==> config.mk <==
export PLATFORM = sky130hd
export DESIGN_NAME = bp_fe_mem_pipe
export DESIGN_NICKNAME = d
export VERILOG_FILES = /design/src/rtl/bp_fe_pkg.sv /design/src/rtl/bp_fe_mem_pipe_fifo.sv /design/src/rtl/bp_fe_mem_pipe.sv
export SDC_FILE = /design/constraint.sdc
export NUM_CORES = 1
export LEC_CHECK = 0
export BUFFER_PORTS_ARGS = -buffer_cell sky130_fd_sc_hd__buf_2
export CAP_MARGIN = 10
export CORE_UTILIZATION = 35
export CTS_CLUSTER_SIZE = 8
export DETAILED_ROUTE_END_ITERATION = 10
export RECOVER_POWER = 25
export SETUP_SLACK_MARGIN = 0.3
export SLEW_MARGIN = 40
export SYNTH_ARGS = -nofsm -noshare
export SYNTH_HDL_FRONTEND = slang
export SYNTH_SLANG_ARGS = --single-unit
==> constraint.sdc <==
create_clock -name clk_i -period 3.05 [get_ports clk_i]
set_input_delay 0.61 -clock clk_i [delete_from_list [all_inputs] [get_ports clk_i]]
set_output_delay 0.61 -clock clk_i [all_outputs]
set_load 0.1 [all_outputs]
==> src/rtl/bp_fe_pkg.sv <==
// Shared types for the front-end fetch memory pipeline.
// Holds the command opcodes, privilege encodings, response layout and a safe clog2 helper.
// The response width macro keeps port declarations in step with the packed layout.
`ifndef BP_FE_PKG_SV
`define BP_FE_PKG_SV

`define BP_FE_MEM_PIPE_RESP_WIDTH(vaddr_width_mp, fetch_width_mp) ((vaddr_width_mp) + (fetch_width_mp) + 4)

package bp_fe_pkg;

  typedef enum logic [1:0] {
    e_fe_op_fetch     = 2'd0,
    e_fe_op_tlb_fill  = 2'd1,
    e_fe_op_tlb_fence = 2'd2
  } bp_fe_op_e;

  typedef enum logic [1:0] {
    e_priv_user       = 2'd0,
    e_priv_supervisor = 2'd1,
    e_priv_machine    = 2'd3
  } bp_priv_e;

  // Fault/miss flags in report-priority order, most significant first.
  typedef struct packed {
    logic itlb_miss;
    logic access_fault;
    logic page_fault;
    logic icache_miss;
  } bp_fe_mem_pipe_flags_s;

  // Response layout for the default configuration (39-bit vaddr, 32-bit fetch).
  typedef struct packed {
    logic [38:0]           vaddr;
    logic [31:0]           data;
    bp_fe_mem_pipe_flags_s flags;
  } bp_fe_mem_pipe_resp_s;

  // Pointer width that never collapses to zero bits for a 1-entry queue.
  function automatic int safe_clog2(input int n);
    return (n <= 1) ? 1 : $clog2(n);
  endfunction

endpackage

`endif

==> src/rtl/bp_fe_mem_pipe_fifo.sv <==
// Response queue: els_p-deep two-pointer circular buffer with explicit count and clear.
// Latency: one cycle from enqueue to v_o; dequeue on yumi_i is visible next cycle.
// Backpressure: no full output; the producer guarantees a free slot through credits.
module bp_fe_mem_pipe_fifo
  import bp_fe_pkg::*;
#(
  parameter int els_p   = 4,
  parameter int width_p = 8,
  localparam int ptr_w_lp = safe_clog2(els_p),
  localparam int cnt_w_lp = $clog2(els_p + 1)
) (
  input  logic                clk_i,
  input  logic                reset_n_i,
  input  logic                clear_i,
  input  logic                v_i,
  input  logic [width_p-1:0]  data_i,
  output logic                v_o,
  output logic [width_p-1:0]  data_o,
  input  logic                yumi_i,
  output logic [cnt_w_lp-1:0] count_o
);

  logic [width_p-1:0]  mem_r [els_p];
  logic [ptr_w_lp-1:0] rptr_r, wptr_r;
  logic [cnt_w_lp-1:0] count_r;
  logic                deq;

  assign deq     = yumi_i & v_o;
  assign v_o     = (count_r != '0);
  assign data_o  = mem_r[rptr_r];
  assign count_o = count_r;

  // Storage array; written only, never reset.
  always_ff @(posedge clk_i) begin
    if (v_i) mem_r[wptr_r] <= data_i;
  end

  // Pointers wrap explicitly so non-power-of-two depths work; clear drops everything.
  always_ff @(posedge clk_i or negedge reset_n_i) begin
    if (!reset_n_i) begin
      rptr_r  <= '0;
      wptr_r  <= '0;
      count_r <= '0;
    end else if (clear_i) begin
      rptr_r  <= '0;
      wptr_r  <= '0;
      count_r <= '0;
    end else begin
      if (v_i) wptr_r <= (wptr_r == ptr_w_lp'(els_p - 1)) ? '0 : wptr_r + 1'b1;
      if (deq) rptr_r <= (rptr_r == ptr_w_lp'(els_p - 1)) ? '0 : rptr_r + 1'b1;
      if (v_i & ~deq)      count_r <= count_r + 1'b1;
      else if (~v_i & deq) count_r <= count_r - 1'b1;
    end
  end

endmodule

==> src/rtl/bp_fe_mem_pipe.sv <==
// Front-end fetch pipeline: accept -> translate/check -> data, then a credited response queue.
// Latency: response valid three cycles after the fetch is accepted; one fetch per cycle sustained.
// Backpressure: cmd_ready_o drops when queued plus in-flight fetches would exceed queue depth.
module bp_fe_mem_pipe
  import bp_fe_pkg::*;
#(
  parameter int vaddr_width_p       = 39,
  parameter int ptag_width_p        = 28,
  parameter int page_offset_width_p = 12,
  parameter int fetch_width_p       = 32,
  parameter int resp_fifo_els_p     = 4,
  parameter int did_width_p         = 3,
  parameter logic [ptag_width_p-1:0] dram_base_ptag_p = 'h0080000,
  localparam int resp_width_lp = `BP_FE_MEM_PIPE_RESP_WIDTH(vaddr_width_p, fetch_width_p),
  localparam int cnt_w_lp      = $clog2(resp_fifo_els_p + 1)
) (
  input  logic                     clk_i,
  input  logic                     reset_n_i,
  input  logic                     cmd_v_i,
  output logic                     cmd_ready_o,
  input  logic [1:0]               cmd_op_i,
  input  logic [vaddr_width_p-1:0] cmd_vaddr_i,
  input  logic [1:0]               priv_i,
  input  logic                     translation_en_i,
  input  logic                     uncached_mode_i,
  output logic                     itlb_v_o,
  output logic                     itlb_w_o,
  output logic                     itlb_flush_o,
  input  logic                     itlb_v_i,
  input  logic                     itlb_miss_i,
  input  logic                     itlb_u_i,
  input  logic                     itlb_x_i,
  input  logic [ptag_width_p-1:0]  itlb_ptag_i,
  input  logic                     uncached_i,
  output logic                     icache_v_o,
  input  logic                     icache_ready_i,
  output logic                     icache_poison_o,
  input  logic [fetch_width_p-1:0] icache_data_i,
  input  logic                     icache_data_v_i,
  input  logic                     poison_i,
  input  logic                     flush_i,
  output logic                     resp_v_o,
  input  logic                     resp_ready_i,
  output logic [resp_width_lp-1:0] resp_o
);

  bp_fe_op_e cmd_op;
  logic ready_seen_r, s1_v_r, s2_v_r;
  logic [vaddr_width_p-1:0] s1_vaddr_r, s2_vaddr_r;
  logic s2_itlb_miss_r, s2_access_fault_r, s2_page_fault_r;
  logic [cnt_w_lp-1:0] fifo_count;
  logic [cnt_w_lp:0]   credits_used;
  logic fetch_ready, maint_ready, cmd_fire, fetch_acc, kill;
  logic access_fault, page_fault, s1_af, s1_pf, s1_any_fault;
  logic priv_u, priv_s, s2_icache_miss, enq;

  assign cmd_op = bp_fe_op_e'(cmd_op_i);
  assign kill   = poison_i | flush_i;

  // Every fetch in S1/S2 already owns a queue slot, so count it against the depth.
  assign credits_used = {1'b0, fifo_count} + (cnt_w_lp+1)'(s1_v_r) + (cnt_w_lp+1)'(s2_v_r);
  assign fetch_ready  = ready_seen_r & icache_ready_i & ~flush_i
                      & (credits_used < (cnt_w_lp+1)'(resp_fifo_els_p));
  // TLB maintenance must not reorder against translations still in flight.
  assign maint_ready  = ready_seen_r & ~flush_i & ~s1_v_r & ~s2_v_r;
  // Unknown opcodes are drained with maintenance ordering and have no side effect.
  assign cmd_ready_o  = (cmd_op == e_fe_op_fetch) ? fetch_ready : maint_ready;
  assign cmd_fire     = cmd_v_i & cmd_ready_o;
  assign fetch_acc    = cmd_fire & (cmd_op == e_fe_op_fetch);

  assign itlb_v_o     = fetch_acc;
  assign icache_v_o   = fetch_acc;
  assign itlb_w_o     = cmd_fire & (cmd_op == e_fe_op_tlb_fill);
  assign itlb_flush_o = cmd_fire & (cmd_op == e_fe_op_tlb_fence);

  // S1 checks: PMA/DID/DRAM-range access rules and U/S/X permission rules.
  assign priv_u       = (priv_i == e_priv_user);
  assign priv_s       = (priv_i == e_priv_supervisor);
  assign access_fault = (uncached_mode_i & ~uncached_i)
                      | (|itlb_ptag_i[ptag_width_p-1 -: did_width_p])
                      | (itlb_ptag_i < dram_base_ptag_p);
  assign page_fault   = translation_en_i & itlb_v_i
                      & ((priv_s & itlb_u_i) | (priv_u & ~itlb_u_i) | ~itlb_x_i);
  assign s1_af        = ~itlb_miss_i & access_fault;
  assign s1_pf        = ~itlb_miss_i & ~access_fault & page_fault;
  assign s1_any_fault = itlb_miss_i | access_fault | page_fault;

  // The I-cache must drop the data access for anything that will not be reported as a hit.
  assign icache_poison_o = kill | (s1_v_r & s1_any_fault);

  assign s2_icache_miss = ~icache_data_v_i
                        & ~(s2_itlb_miss_r | s2_access_fault_r | s2_page_fault_r);
  assign enq            = s2_v_r & ~kill;

  // Stage valids; a fetch accepted in a poison cycle survives since poison hits S1/S2 only.
  always_ff @(posedge clk_i or negedge reset_n_i) begin
    if (!reset_n_i) begin
      ready_seen_r <= 1'b0;
      s1_v_r       <= 1'b0;
      s2_v_r       <= 1'b0;
    end else begin
      ready_seen_r <= ready_seen_r | icache_ready_i;
      s1_v_r       <= fetch_acc;
      s2_v_r       <= s1_v_r & ~kill;
    end
  end

  // Stage payloads; flags are stored already priority-masked.
  always_ff @(posedge clk_i or negedge reset_n_i) begin
    if (!reset_n_i) begin
      s1_vaddr_r        <= '0;
      s2_vaddr_r        <= '0;
      s2_itlb_miss_r    <= 1'b0;
      s2_access_fault_r <= 1'b0;
      s2_page_fault_r   <= 1'b0;
    end else begin
      if (fetch_acc) s1_vaddr_r <= cmd_vaddr_i;
      if (s1_v_r) begin
        s2_vaddr_r        <= s1_vaddr_r;
        s2_itlb_miss_r    <= itlb_miss_i;
        s2_access_fault_r <= s1_af;
        s2_page_fault_r   <= s1_pf;
      end
    end
  end

  bp_fe_mem_pipe_fifo #(
    .els_p   (resp_fifo_els_p),
    .width_p (resp_width_lp)
  ) resp_fifo (
    .clk_i     (clk_i),
    .reset_n_i (reset_n_i),
    .clear_i   (flush_i),
    .v_i       (enq),
    .data_i    ({s2_vaddr_r, icache_data_i, s2_itlb_miss_r, s2_access_fault_r,
                 s2_page_fault_r, s2_icache_miss}),
    .v_o       (resp_v_o),
    .data_o    (resp_o),
    .yumi_i    (resp_ready_i),
    .count_o   (fifo_count)
  );

endmodule

# [Yosys cells after proc, flatten, opt, wreduce, memory -nomap -nowiden]
# Memories as Yosys holds them, arrays and structs flattened.
# Index checks and enable logic that the tools add are counted.
[classes] bitwise=49 n_reduce_logical=7 n_addsub=6 n_mux=12 n_eq_ne=5 magnitude_cmp=2
[ops] cell="28-bit by 20-bit less-than comparator with 1-bit output (second input constant)" n=1
[ops] cell="1-bit bitwise AND" n=25
[ops] cell="1-bit inverter" n=13
[ops] cell="2-bit 2-to-1 mux" n=6
[ops] cell="1-bit bitwise OR" n=11
[ops] cell="3-bit 2-to-1 mux" n=3
[ops] cell="2-bit equality test (second input constant)" n=3
[ops] cell="3-bit nonzero test" n=2
[ops] cell="2-bit by 1-bit adder with 2-bit output (second input constant)" n=2
[ops] cell="3-bit by 1-bit adder with 4-bit output" n=1
[ops] cell="4-bit by 1-bit adder with 4-bit output" n=1
[ops] cell="2-bit by 1-bit equality test with 1-bit output (second input constant)" n=2
[ops] cell="2-bit logical NOT" n=2
[ops] cell="4-bit by 3-bit less-than comparator with 1-bit output (second input constant)" n=1
[ops] cell="2-bit nonzero test" n=2
[ops] cell="3-bit by 1-bit adder with 3-bit output (second input constant)" n=1
[ops] cell="1-bit 2-to-1 mux" n=3
[ops] cell="3-bit OR reduction" n=1
[ops] cell="3-bit by 1-bit subtractor with 3-bit output (second input constant)" n=1
[totals] mem_bits_rw=300 output_inout_bits=82 n_memories=1 regBits=91
[memory_table] name="resp_fifo.mem_r" words=4 word_bits=75 rd=1 rd_clocked_by_memory_dff=0 wr=1 line="bp_fe_mem_pipe_fifo.sv:23" text="logic [width_p-1:0] mem_r [els_p];"

# [Depth between registers and ports, before layout]
[logic_depth] word_depth=8 ltp_mapped=6

# [Hierarchy]
# Synthesis repeated with hierarchy kept, for this count alone.
[unflattened] hier_cells=653 area_unflattened_um2=14626.5
[modules_own_cells] module="bp_fe_mem_pipe_fifo" area_each_um2=11299.6 seq_area_each_um2=9183.8 cells_per_inst=442 n_inst=1
[modules_own_cells] module="bp_fe_mem_pipe" area_each_um2=3326.9 seq_area_each_um2=2102.0 cells_per_inst=211 n_inst=1

# [Least setup slack after synthesis]
# Ideal clock, no wire load.
[synth_timing] kind="input-to-reg" start="input port poison_i" end="memory resp_fifo.mem_r[0][0] (netlist name), enable pin" stages=3 required_time_ns=2.609 arrival_time_ns=2.902 slack_ns=-0.294 path_cell_list="nor3b_2 > clkbuf_1 > and2_1"
[synth_between] elab_chain_cells=5
[synth_rtl] item="from (decl)" line="bp_fe_mem_pipe.sv:40" text="input logic poison_i,"
[synth_rtl] item="1-bit bitwise OR" line="bp_fe_mem_pipe.sv:58" text="assign kill = poison_i | flush_i;"
[synth_rtl] item="1-bit inverter" line="bp_fe_mem_pipe.sv:93" text="assign enq = s2_v_r & ~kill;"
[synth_rtl] item="1-bit bitwise AND" line="bp_fe_mem_pipe.sv:93"
[synth_rtl] item="1-bit 2-to-1 mux" line="bp_fe_mem_pipe_fifo.sv:35" text="if (v_i) mem_r[wptr_r] <= data_i;"
[synth_rtl] item="1-bit 2-to-1 mux (not written as such)" line="bp_fe_mem_pipe_fifo.sv:35"
[synth_rtl] item="to (decl)" line="bp_fe_mem_pipe_fifo.sv:23"
# No other way between the ends.

# [Final worst setup path]
[layout_timing] start="register resp_fifo.rptr_r[0]" end="output port resp_o[62]"
[layout_between] elab_chain_cells=1
[layout_rtl] item="from (decl)" line="bp_fe_mem_pipe_fifo.sv:24" text="logic [ptr_w_lp-1:0] rptr_r, wptr_r;"
[layout_rtl] item="from (signal assigned)" line="bp_fe_mem_pipe_fifo.sv:50" text="if (deq) rptr_r <= (rptr_r == ptr_w_lp'(els_p - 1)) ? '0 : rptr_r + 1'b1;"
[layout_rtl] item="memory read 4 x 75 bit"
[layout_rtl] item="to (decl)" line="bp_fe_mem_pipe.sv:44" text="output logic [resp_width_lp-1:0] resp_o"
# No other way between the ends.

==> qor_table.md <==
| Quantity | This run | Unit |
| --- | --- | --- |
| Initial antenna violation count | 4 | - |
| Ports | 200 | - |
| Wire length of the first global-routing pass | 44,250 | um |
| Post-synth ARST share | 0.2327 | - |
| Status | finished clean | - |
| Power consumption | 16.84 | mW |
| Max-slew violation count | 0 | - |
| CTS sink cnt | 391 | - |
| Average vias per placed instance | 4.755 | - |
| Number of DRC markers after the initial detailed-route iteration | 354 | - |
| Floorplan Core Area | 40,920 | um^2 |
| Final hold vios | 0 | - |
| Area enclosed by the die boundary | 42,340 | um^2 |
| Critical register-to-register path startpoint | resp_fifo.count_o[0] | - |
| Type of origin of the critical path | register | - |
| Ratio of total power to cell area | 894.4 | nW/um^2 |
| End point of the critical path | resp_o[62] | - |
| Global-route usage over all layers | 0.1431 | - |
| Total detailed-routing wirelength | 30,200 | um |
| Fin Clk Skew | 0.02134 | ns |
| Die Span Y | 205.8 | um |
| Total number of H-tree levels | 2 | - |
| Clock tree from TritonCTS | yes | - |
| Worst-case vdd ir drop | 508.4 | uV |
| CTS Buf Count | 54 | - |
| Register bit total from synthesis | 391 | - |
| Initial DRT Pass Iterations | 4 | - |
| Post-Syn Area per Cell | 22.49 | um^2 |
| Standby leakage power | 6.694 | nW |
| Routed wire per std cell | 20.46 | um |
| Actual slew at the worst max-slew pin | 0.5298 | ns |
| Top flip-flop cell by instance count after synthesis | edfxtp_1 | - |
| Commonest cells after routing, fill and taps aside | edfxtp_1 (300), dfrtp_1 (86), clkbuf_1 (77) | - |
| Fraction of synthesized cell area taken by the top area cell type | 0.6199 | - |
| Worst hold slack across all endpoints | 0.2515 | ns |
| Critical path fanouts, max | 7 | - |
| Post-route antenna net violation count | 0 | - |
| Source of the critical timing path | resp_fifo.rptr_r[0] | - |
| Clock tree root buffer cell | clkbuf_16 | - |
| Max frequency | 0.3655 | GHz |
| Number of cells on the worst reg-to-reg path | 9 | - |
| Most common cell after layout, fill and taps aside | edfxtp_1 | - |
| Endpoint kind of the worst setup timing path | output pin | - |
| Vias in the first global route | 7,239 | - |
| Worst hold-check path type | input port to register | - |
| Placed instance count | 1,354 | - |
| Register area share after synthesis | 0.7766 | - |
| Overall die width | 205.8 | um |
| Synth top area cells | edfxtp_1 (62%), dfrtp_1 (16%), mux4_2 (12%) | - |
| Total half-perimeter wirelength after legalization and detailed placement | 17,660 | um |
| Clock Pin Slew Worst Setup and Hold Paths | 0.05 | ns |
| Normalized max-slew margin | 0.6436 | - |
| GP Congestion | 0.6697 | - |
| Final cell count without fillers | 1,476 | - |
| Warnings from Yosys | 0 | - |
| Worst EP arrival | 2.13 | ns |
| Row cnt | 74 | - |
| Setup violation total in the final timing report | 0 | - |
| Worst reg2reg endpoint | s1_vaddr_r[3] | - |
| Unrepaired setup endpoints after global routing | yes | - |
| Syn Std Cell Area | 14,530 | um^2 |
| Buffer depth of the longest clock path | 3 | - |
| Number of port buffers | 180 | - |
| Fraction of layout cells with a size suffix above 1 | 0.4325 | - |
| Total grt overflow | 0 | - |
| Post-route DRC violation count | 0 | - |
| Final TNS setup | 0 | ns |
| Number of nets in the synthesized netlist | 771 | - |
| Top cell type by total area after synthesis | edfxtp_1 | - |
| Minimum clock period after layout | 2.736 | ns |
| Layout overhead on the synthesized area | 29.55 | % |
| Latest clock arrival within the worst-skew pair | 0.58 | ns |
| Largest net degree at the start of global routing | 51 | - |
| Worst setup path category | register to output pin | - |
| Number of synthesized flops with an enable pin | 300 | - |
| Effective utilization at floorplan | 0.3551 | - |
| Max Cap Viol | 0 | - |
| Portion of the clock cycle consumed by the worst path in the final layout | 0.8970 | - |
| Count of mapped cells out of synthesis | 646 | - |
| Reg2Reg Setup Slack | 0.83 | ns |
| Required time of the critical path | 2.44 | ns |
| Total number of nets in the final design | 1,021 | - |
| Total number of vias | 7,018 | - |
| Netlist cell types | 41 | - |
cells in the mapped netlist (2+ instances only):
| cell type | count |
|---|---|
| mux2_1 | 16 |
| and3b_1 | 2 |
| nor4_1 | 2 |
| buf_1 | 7 |
| buf_2 | 15 |
| nor2b_1 | 2 |
| nand3_1 | 2 |
| mux2_2 | 64 |
| buf_4 | 4 |
| nand4b_1 | 2 |
| o31ai_1 | 4 |
| dfrtp_1 | 91 |
| edfxtp_1 | 300 |
| ha_1 | 6 |
| inv_1 | 6 |
| nor3_1 | 3 |
| nand2_1 | 5 |
| and2_1 | 6 |
| mux4_2 | 76 |
| clkbuf_1 | 3 |
| nor2_1 | 9 |
| nand3b_1 | 2 |
registers in the layout (all words and copies together), names as in the netlist:
register,cells
resp_fifo.mem_r,300
s1_vaddr_r,39
s2_vaddr_r,39
resp_fifo.count_o,3
resp_fifo.rptr_r,2
resp_fifo.wptr_r,2
ready_seen_r,1
s1_v_r,1
s2_access_fault_r,1
s2_itlb_miss_r,1
s2_page_fault_r,1
s2_v_r,1
worst min-delay path by stage:
stage / slack [ns] / cells past startpoint / end / startpoint
6_report: 0.25 / 2 / s1_vaddr_r[35] / cmd_vaddr_i[35]
5_1_grt: 0.24 / 2 / ready_seen_r / icache_ready_i
4_1_cts: 0.20 / 1 / resp_fifo.mem_r[2][10] / icache_data_i[6]
3_5_place_dp: 0.47 / 1 / s1_vaddr_r[24] / s1_vaddr_r[24]
3_3_place_gp: 0.47 / 1 / s1_vaddr_r[26] / s1_vaddr_r[26]
2_1_floorplan: 0.31 / 0 / ready_seen_r / reset_n_i
cells by family (layout without fill, tap and decap cells):
logic type / after synthesis / after routing / share of synthesized area
multiplexers: 157 / 157 / 0.1805
other: 0 / 3 / 0
XOR/XNOR: 2 / 2 / 0.001206
AND/OR/NAND/NOR: 43 / 43 / 0.01739
adder cells (fa/ha/maj): 7 / 7 / 0.006544
buffers and inverters: 35 / 330 / 0.01137
flip-flops: 391 / 391 / 0.7766
AO/OA/AOI/OAI: 11 / 11 / 0.006372
per-stage QoR:
| stage | setup WS (ns) | instance area (um^2) | utilization |
|---|---|---|---|
| floorplan | 0.3739 | 14540 | - |
| global placement | 0.3341 | 16380 | 0.4002 |
| detailed placement | 0.3228 | 16380 | 0.4002 |
| CTS | 0.2102 | 18410 | 0.4499 |
| global route | 0.2373 | 18820 | 0.4598 |
| finish | 0.3142 | 18830 | 0.4600 |
worst max-delay path, cell delays in order (launching register included):
cell,delay (ns)
dfrtp_4,0.46
buf_12,0.14
clkbuf_16,0.18
mux4_2,0.55
buf_6,0.21
cell type report:
| class | instances | area [um^2] |
|---|---|---|
| clock inverter | 1 | 8.758 |
| fill | 3528 | 22100 |
| sequential | 391 | 11300 |
| antenna | 3 | 7.507 |
| tap | 532 | 665.6 |
| clock buffer | 100 | 1545 |
| timing repair buffer | 223 | 2150 |
| inverter | 6 | 22.52 |
| multi-input combinational | 220 | 3129 |
power by group:
part / switching [mW] / internal (mW)
Clock: 2.10 / 3.36
Combinational: 2.96 / 1.71
Sequential: 0.350 / 6.36
Total: 5.41 / 11.4
routing by layer:
| metal | wire length, um | track usage | share of wire | vias to the layer above |
|---|---|---|---|---|
| met4 | 738 | 0.05661 | 0.024 | 4 |
| met2 | 14240 | 0.2199 | 0.47 | 212 |
| met1 | 13010 | 0.1922 | 0.43 | 3592 |
| met5 | 28 | 0 | 0.00093 | - |
| li1 | - | - | - | 3157 |
| met3 | 2186 | 0.03944 | 0.072 | 53 |
what timing repair did:
item                       4_1_cts  5_1_grt
hold buffers                     1        0
pin swaps                        6        2
cloned                           2        3
setup endpoints to repair       81       81
hold endpoints to repair        23        0
setup buffers                   10        2
resized for setup              113       85
No activity file was read; power rests on OpenSTA's default activity.
